<file path="src/rtl/fetch_ctrl.sv">
// Fetch-stage sequencer: owns the PC, drives the instruction bus, holds one instruction for decode.
// Optional misaligned-fetch trapping is compiled in with FETCH_ADEL_EN.
module fetch_ctrl #(
  parameter int              WIDTH    = 32,
  parameter logic [WIDTH-1:0] RESET_PC = 32'hBFC00000
) (
  input  logic             clk,
  input  logic             rst,
  input  logic             stall_f,
  input  logic             br_take,
  input  logic [WIDTH-1:0] br_target,
  input  logic             exc_flush,
  input  logic [WIDTH-1:0] exc_target,
  output logic             inst_req,
  output logic [WIDTH-1:0] inst_addr,
  input  logic             inst_addr_ok,
  input  logic             inst_data_ok,
  input  logic [WIDTH-1:0] inst_rdata,
  output logic [WIDTH-1:0] pc_f,
  output logic             inst_valid_f,
  output logic [WIDTH-1:0] inst_f,
  output logic             adel_f,
  output logic [1:0]       fsm_state
);

  // Bus handshake: a request is a transfer on any cycle where inst_req and inst_addr_ok are both
  // high; inst_addr must not change until then. Exactly one response (inst_data_ok) follows each
  // accepted request, and it is only looked at in WAIT.
  typedef enum logic [1:0] {IDLE = 2'd0, REQ = 2'd1, WAIT = 2'd2, HOLD = 2'd3} state_t;

  state_t           state, state_nx;
  logic [WIDTH-1:0] pc_nx, inst_nx, pend_tgt, pend_tgt_nx;
  logic             adel_q, adel_nx, cancel, cancel_nx;
  logic             pend_exc, pend_exc_nx, pend_br, pend_br_nx;
  logic             load_pc, misaligned;
  logic             redir_exc, redir_br;
  logic [WIDTH-1:0] exc_tgt, br_tgt, next_pc;

`ifdef FETCH_ADEL_EN
  assign misaligned = (pc_f[1:0] != 2'b00);
`else
  assign misaligned = 1'b0;
`endif

  // A current request takes precedence over the pending one of the same kind.
  assign redir_exc = exc_flush | pend_exc;
  assign exc_tgt   = exc_flush ? exc_target : pend_tgt;
  assign redir_br  = br_take | pend_br;
  assign br_tgt    = br_take ? br_target : pend_tgt;
  assign next_pc   = redir_exc ? exc_tgt : (redir_br ? br_tgt : pc_f + WIDTH'(4));

  assign inst_req     = (state == REQ) && !misaligned;
  assign inst_addr    = pc_f;
  assign inst_valid_f = (state == HOLD);
  assign adel_f       = adel_q;
  assign fsm_state    = state;

  always_comb begin
    state_nx  = state;
    pc_nx     = pc_f;
    inst_nx   = inst_f;
    adel_nx   = adel_q;
    cancel_nx = cancel;
    load_pc   = 1'b0;
    case (state)
      IDLE: begin
        state_nx = REQ;
        if (exc_flush) begin
          pc_nx   = exc_target;
          load_pc = 1'b1;
        end
      end
      REQ: begin
        if (misaligned) begin
          if (redir_exc) begin
            pc_nx   = exc_tgt;
            load_pc = 1'b1;
          end else begin
            state_nx = HOLD;
            inst_nx  = '0;
            adel_nx  = 1'b1;
          end
        end else if (inst_addr_ok) begin
          // The address is already on the bus; an exception can only discard its response.
          state_nx  = WAIT;
          cancel_nx = redir_exc;
        end
      end
      WAIT: begin
        if (inst_data_ok) begin
          if (cancel || exc_flush) begin
            pc_nx     = exc_tgt;
            load_pc   = 1'b1;
            cancel_nx = 1'b0;
            state_nx  = REQ;
          end else begin
            inst_nx  = inst_rdata;
            adel_nx  = 1'b0;
            state_nx = HOLD;
          end
        end else if (exc_flush) begin
          cancel_nx = 1'b1;
        end
      end
      HOLD: begin
        if (exc_flush || !stall_f) begin
          pc_nx    = next_pc;
          load_pc  = 1'b1;
          adel_nx  = 1'b0;
          state_nx = REQ;
        end
      end
      default: state_nx = IDLE;
    endcase
  end

  // Pending redirect: exceptions dominate branches and are never overwritten by one.
  always_comb begin
    pend_exc_nx = pend_exc;
    pend_br_nx  = pend_br;
    pend_tgt_nx = pend_tgt;
    if (load_pc) begin
      pend_exc_nx = 1'b0;
      pend_br_nx  = 1'b0;
    end else if (exc_flush) begin
      pend_exc_nx = 1'b1;
      pend_br_nx  = 1'b0;
      pend_tgt_nx = exc_target;
    end else if (br_take && !pend_exc) begin
      pend_br_nx  = 1'b1;
      pend_tgt_nx = br_target;
    end
  end

  always_ff @(posedge clk) begin
    if (rst) begin
      state    <= IDLE;
      pc_f     <= RESET_PC;
      inst_f   <= '0;
      adel_q   <= 1'b0;
      cancel   <= 1'b0;
      pend_exc <= 1'b0;
      pend_br  <= 1'b0;
      pend_tgt <= '0;
    end else begin
      state    <= state_nx;
      pc_f     <= pc_nx;
      inst_f   <= inst_nx;
      adel_q   <= adel_nx;
      cancel   <= cancel_nx;
      pend_exc <= pend_exc_nx;
      pend_br  <= pend_br_nx;
      pend_tgt <= pend_tgt_nx;
    end
  end

endmodule
</file>
<file path="config.mk">
export PLATFORM = sky130hd
export DESIGN_NAME = fetch_ctrl
export DESIGN_NICKNAME = d
export VERILOG_FILES = /design/src/rtl/fetch_ctrl.sv
export SDC_FILE = /design/constraint.sdc
export NUM_CORES = 1
export LEC_CHECK = 0
export BUFFER_PORTS_ARGS = -buffer_cell sky130_fd_sc_hd__buf_2
export CAP_MARGIN = 30
export CORE_UTILIZATION = 47
export CTS_BUF_LIST = sky130_fd_sc_hd__clkbuf_16
export DETAILED_ROUTE_END_ITERATION = 6
export PLACE_DENSITY = 0.86
export SETUP_SLACK_MARGIN = 0.5
export SYNTH_ARGS = -nofsm -noshare
export SYNTH_HDL_FRONTEND = slang
export SYNTH_SLANG_ARGS = --single-unit
</file>
<file path="constraint.sdc">
create_clock -name clk -period 2.2 [get_ports clk]
set_input_delay 0 -clock clk [delete_from_list [all_inputs] [get_ports clk]]
set_output_delay 0 -clock clk [all_outputs]
set_load 0.02 [all_outputs]
</file>
==> results of run 1 <==
## state kept, by name, indices dropped and copies added (netlist names)
signal     cells
pend_exc       1
inst_addr     32
fsm_state      2
cancel         1
inst_f        32
pend_tgt      32
pend_br        1
## synth_stat cells (3+ instances only)
| cell | instances | area, sq um |
|---|---|---|
| dfxtp_1 | 101 | 2020 |
| nand2_1 | 93 | 349 |
| nor2_1 | 72 | 270 |
| a211oi_1 | 53 | 398 |
| a21oi_1 | 53 | 265 |
| clkbuf_1 | 45 | 169 |
| buf_4 | 34 | 255 |
| mux2i_1 | 34 | 340 |
| o21ai_0 | 18 | 90.1 |
| nor3_1 | 17 | 85.1 |
| nand2b_1 | 16 | 100 |
| a221oi_1 | 15 | 131 |
| inv_1 | 14 | 52.6 |
| a31oi_1 | 13 | 81.3 |
| nand3_1 | 13 | 65.1 |
| buf_2 | 11 | 55.1 |
| nor4_1 | 11 | 68.8 |
| a21o_1 | 10 | 75.1 |
| and3_1 | 10 | 62.6 |
| nand4_1 | 10 | 62.6 |
| ha_1 | 8 | 100 |
| a22oi_1 | 7 | 52.6 |
| nor2b_1 | 7 | 43.8 |
| a22o_1 | 6 | 52.6 |
| and2_1 | 6 | 37.5 |
| o21a_1 | 6 | 45.0 |
| xnor2_1 | 6 | 52.6 |
| o311ai_0 | 5 | 43.8 |
| a32oi_1 | 4 | 35.0 |
| and4_1 | 4 | 35.0 |
| buf_1 | 4 | 15.0 |
| o211ai_1 | 4 | 30.0 |
| o21bai_1 | 4 | 30.0 |
| o22ai_1 | 4 | 25.0 |
| o311a_1 | 4 | 40.0 |
| o31ai_1 | 4 | 30.0 |
| a211o_1 | 3 | 26.3 |
| o32a_1 | 3 | 30.0 |
| o32ai_1 | 3 | 26.3 |
## cells by family after synthesis
kind of cell	Yosys count	share of synthesized area
buffers and inverters	111	0.0907
AOI/OAI and AO/OA	241	0.278
adders and majority gates	8	0.0162
other	1	0.000607
muxes	36	0.0587
xor gates and xnor gates	8	0.0113
DFF	101	0.327
and+or+nand+nor	276	0.217
## cell type report
class	instances	area (sq um)	share of cell area
well taps	172	215	0.0222
clock buffers	9	225	0.0233
diodes	1	2.50	0.000259
inverters	15	63.8	0.00660
flip-flops and latches	101	2050	0.212
multi-input cells	572	4290	0.443
clock inverters	7	66.3	0.00685
repair buffers	371	2760	0.286
## worst min-delay path: stages
cell      delay, ps
buf_2           110
mux2i_1         130
a211oi_1         80
## placed cells by master, fill, tap and decap left out, drive strengths merged, types with 10 or more instances in the layout
cell type	count
nor3	18
a31oi	13
a221oi	15
mux2i	34
nor4	13
a21oi	53
buf	298
inv	16
nand2	94
nand2b	16
dfxtp	101
nor2	72
nand4	11
a21o	10
clkbuf	13
nand3	14
and3	10
o21ai	19
dlygate4sd3	69
a211oi	53
## power groups by stage
| stage | Combinational [mW] | Clock [mW] | Sequential (mW) |
|---|---|---|---|
| after global placement | 1.77 | 0 | 2.32 |
| after CTS | 2.20 | 1.63 | 2.28 |
| after detailed placement | 1.80 | 0 | 2.32 |
| after global routing | 2.80 | 1.71 | 2.35 |
| final | 2.67 | 1.64 | 2.33 |
| after floorplan | 1.25 | 0 | 2.40 |
## repair_timing
| item | CTS | global route |
|---|---|---|
| cloned | 5 | 6 |
| endpoints found under the hold margin | 62 | 0 |
| hold buffers | 69 | 0 |
| resized for setup | 41 | 80 |
| pin swaps | 13 | 31 |
| buffers inserted | 30 | 21 |
| setup endpoints to repair | 67 | 99 |
## metrics by stage
| step | setup WS, ps | util | power [mW] |
|---|---|---|---|
| floorplan | 238 | - | 3.66 |
| global placement | 190 | 0.587 | 4.09 |
| detailed placement | 172 | 0.587 | 4.12 |
| CTS | 164 | 0.706 | 6.11 |
| global route | -31.1 | 0.761 | 6.86 |
| finish | 27.9 | 0.761 | 6.64 |
## layer usage
metal | vias up | GRT usage
met5 | - | 0
met4 | 0 | 0.219
met3 | 240 | 0.110
met2 | 816 | 0.575
met1 | 3800 | 0.418
li1 | 3442 | -
## worst max-delay path by stage
stage	start	end	slack (ps)	depth (start not counted)
floorplan	fsm_state[0]	inst_addr[13]	240	9
global placement	fsm_state[0]	inst_addr[28]	190	8
detailed placement	fsm_state[0]	inst_addr[28]	170	8
CTS	fsm_state[1]	pend_tgt[7]	160	10
global route	fsm_state[0]	pend_tgt[8]	-30	10
finish	fsm_state[0]	pend_tgt[8]	30	10
==> run metrics, run 1 <==
site row count=41; worst skew pair latency=370 ps; PwrDens=686 nW/um^2; largest net degree at the start of global routing=47; initial antenna violation count=1; CTS tree=built; reg2reg setup slack=30 ps; I/O pin cnt=204; setup violators final=0; gr usage total=0.358; ANT nets after route=0; clk slew on worst S/H paths=70 ps; DRT iter0 DRCs=1431; Post-Place Cell Area=7470 sq um; # DRC=2; Worst Tran Pin Value=652 ps; Post-synth ARST share=0; vias per cell=6.65; WP data arrival=2430 ps; Leakage=4.09 nW; port bufs=202; Cells after DPL=1100; Starting Density=0.486; CTS Buf Count=9; startpoint types=register; worst vdd ir=0.551 mV; Die X-Extent=117 um; worst reg2reg path startpoint=fsm_state[0]; CP Cell Sequence=inv_4 > ha_4 > a21o_1 > a221oi_2 > a21boi_4 > buf_6 > buf_12 > buf_16 > nor2_1 > a211oi_1; Logic pwr share=0.402; Crit Path Max Fanout=6; CP bufs+invs=4; Post-Syn Instances=782; share of cells above drive strength 1=0.411; Nets=1181; Sw Ratio=0.385; fmax=0.460 GHz; EDFF count, synth=0; Hold Path Sink=pend_tgt[6]; switching pwr=2.56 mW; Placer Congestion=0.929; gr ovfl total=0; synthesized area=6180 sq um; core area=12700 sq um; status=finished, violations left; drt first pass iters=7; Yosys cell types=75; root buf cell=clkbuf_16; routed wire length=28400 um; final worst-path cycle share=0.987; hold depth=3; critical path class=reg2reg; chip height=117 um; clock power share=0.247; hold slack=5.22 ps; Final Skew=13.3 ps; WL/cell=22.8 um; maxcap violations=0; Longest Clk Path Bufs=2; Met2 Wirelength=12900 um; synthesized net count=893; register bit total from synthesis=101; Finished Layout Cells=1248; Top Metal Used=met4; prevailing post-synth register cell=dfxtp_1; Fillers=793; FF-to-FF path depth=10; Pins Over Slew Limit=0; Mean Syn Cell Area=7.90 sq um; CP Capture Type=register; critical path required time=2450 ps; Worst Hold Launch=br_target[6]; Vias=8298; slowest CP cell=dfxtp_4; clk sinks=101; Slew headroom=0.565; failing checks=DRC; min cycle time layout=2170 ps; Internal Power=4.08 mW; unrepaired setup endpoints after global routing=yes; CP max stage delay=380 ps; CP delay by family, top=compound AO/OA/AOI/OAI gates; final instance area=9680 sq um; Synth warnings=0; vias in the first global route=7510; setup TNS=0 ps; Hold Vio Cnt, Final=0; met3 wire length=3720 um; H-tree depth=3; hold crit path type=in2reg; die area=13600 sq um; first-pass GRT wire length=37600 um; Post-DP HPWL=14300 um; Seq/Total Area, Yosys=0.327; area grow syn2layout=56.6%; sequential share of power=0.351; wire length on met1=9880 um; reg2reg end=pend_tgt[8]
Note: power is estimated with default switching activity, not from simulation.
==> inputs of run 2 (changes only) <==
==> constraint.sdc (replaced) <==
create_clock -name clk -period 2.2 [get_ports clk]
set_input_delay 0.22 -clock clk [delete_from_list [all_inputs] [get_ports clk]]
set_output_delay 0.22 -clock clk [all_outputs]
set_load 0.02 [all_outputs]
==> run metrics, run 2 (same netlist as run 1, synthesis figures left out) <==
CTS tree=built; DRT iter0 DRCs=1873; hold crit path type=in2reg; largest net degree at the start of global routing=51; Die X-Extent=117 um; PwrDens=733 nW/um^2; WL/cell=24.8 um; clk sinks=101; site row count=41; setup TNS=-202 ps; Setup WS post-layout=-202 ps; CTS Buf Count=9; Design Power=6.72 mW; vias in the first global route=7540; vias per cell=6.96; gr ovfl total=0; # DRC=89; CP Cell Sequence=ha_4 > buf_6 > a21o_4 > buf_4 > and2_2 > a221oi_1 > a211oi_1; Post-Place Cell Area=7490 sq um; gr usage total=0.374; post-layout util=0.720; n_diodes=0; critical path class=reg2reg; CP max stage delay=590 ps; WP data arrival=2600 ps; routed wire length=29300 um; Placer Congestion=0.921; Cells after DPL=1100; Slew headroom=0.500; first-pass GRT wire length=38500 um; initial antenna violation count=2; Leakage=3.91 nW; Nets=1117; Crit Path Max Fanout=11; Vias=8238; H-tree depth=3; failing checks=DRC, setup timing; share of cells above drive strength 1=0.459; I/O pin cnt=204; critical path required time=2390 ps; drt first pass iters=7; Worst Tran Pin Value=741 ps; DP Worst Slack=162 ps; fmax=0.416 GHz; Hold Vio Cnt, Final=0; core area=12700 sq um; port bufs=202; worst vdd ir=0.546 mV; Longest Clk Path Bufs=2; root buf cell=clkbuf_16; Finished Layout Cells=1183; CP Capture Type=register; Pins Over Slew Limit=0; die area=13600 sq um; worst skew pair latency=380 ps; status=finished, violations left; slowest CP cell=a211oi_1; final worst-path cycle share=1.09; Starting Density=0.486; ANT nets after route=0; Final Skew=17.0 ps; commonest non-fill, non-tap cell in the layout=buf_2; hold slack=82.9 ps; Post-DP HPWL=14500 um; setup violators final=1; area grow syn2layout=48.2%; startpoint types=register; maxcap violations=0; most frequent cells in the layout=201 x buf_2, 89 x nand2_1, 84 x dfxtp_1; unrepaired setup endpoints after global routing=yes; clk slew on worst S/H paths=70 ps; min cycle time layout=2400 ps; chip height=117 um; final instance area=9160 sq um
run 2: per-layer routing:
metal  track usage  part of all wire
met1         0.418              0.33
met3         0.161              0.15
met4         0.255             0.095
met2         0.578              0.42
met5             0            0.0045
run 2: path summary, 6_finish.rpt:
| path | startpoint | to | slack (ps) | depth (start not counted) |
|---|---|---|---|---|
| min | inst_rdata[31] | inst_f[31] | 80 | 3 |
| min reg2reg | inst_f[5] | inst_f[5] | 450 | 2 |
| max | fsm_state[1] | inst_addr[6] | -200 | 7 |
| max reg2reg | fsm_state[1] | inst_addr[6] | -200 | 7 |
run 2: critical path: cells and delay by family (launching register included):
family	cells	cell delay [ps]
AOI/OAI and AO/OA	3	940
DFF	1	400
and+or+nand+nor	1	400
buffers and inverters	2	290
adders and majority gates	1	200
run 2: power by group:
group | internal (mW) | switching [mW]
Sequential | 2.04 | 0.309
Clock | 0.901 | 0.772
Combinational | 1.13 | 1.56
run 2: repair_timing:
item | in CTS | in global routing
setup buffers | 33 | 18
setup endpoints to repair | 66 | 67
hold buffers | 0 | 0
pin swaps | 23 | 23
cloned | 12 | 4
gates resized for setup | 69 | 72
run 2: layout make-up:
| type | count | area, sq um |
|---|---|---|
| repair buffers | 301 | 2060 |
| fillers | 849 | 3560 |
| clock inverters | 5 | 28.8 |
| flip-flops and latches | 101 | 2070 |
| inverters | 15 | 62.6 |
| clock buffers | 11 | 275 |
| well taps | 172 | 215 |
| multi-input cells | 578 | 4450 |
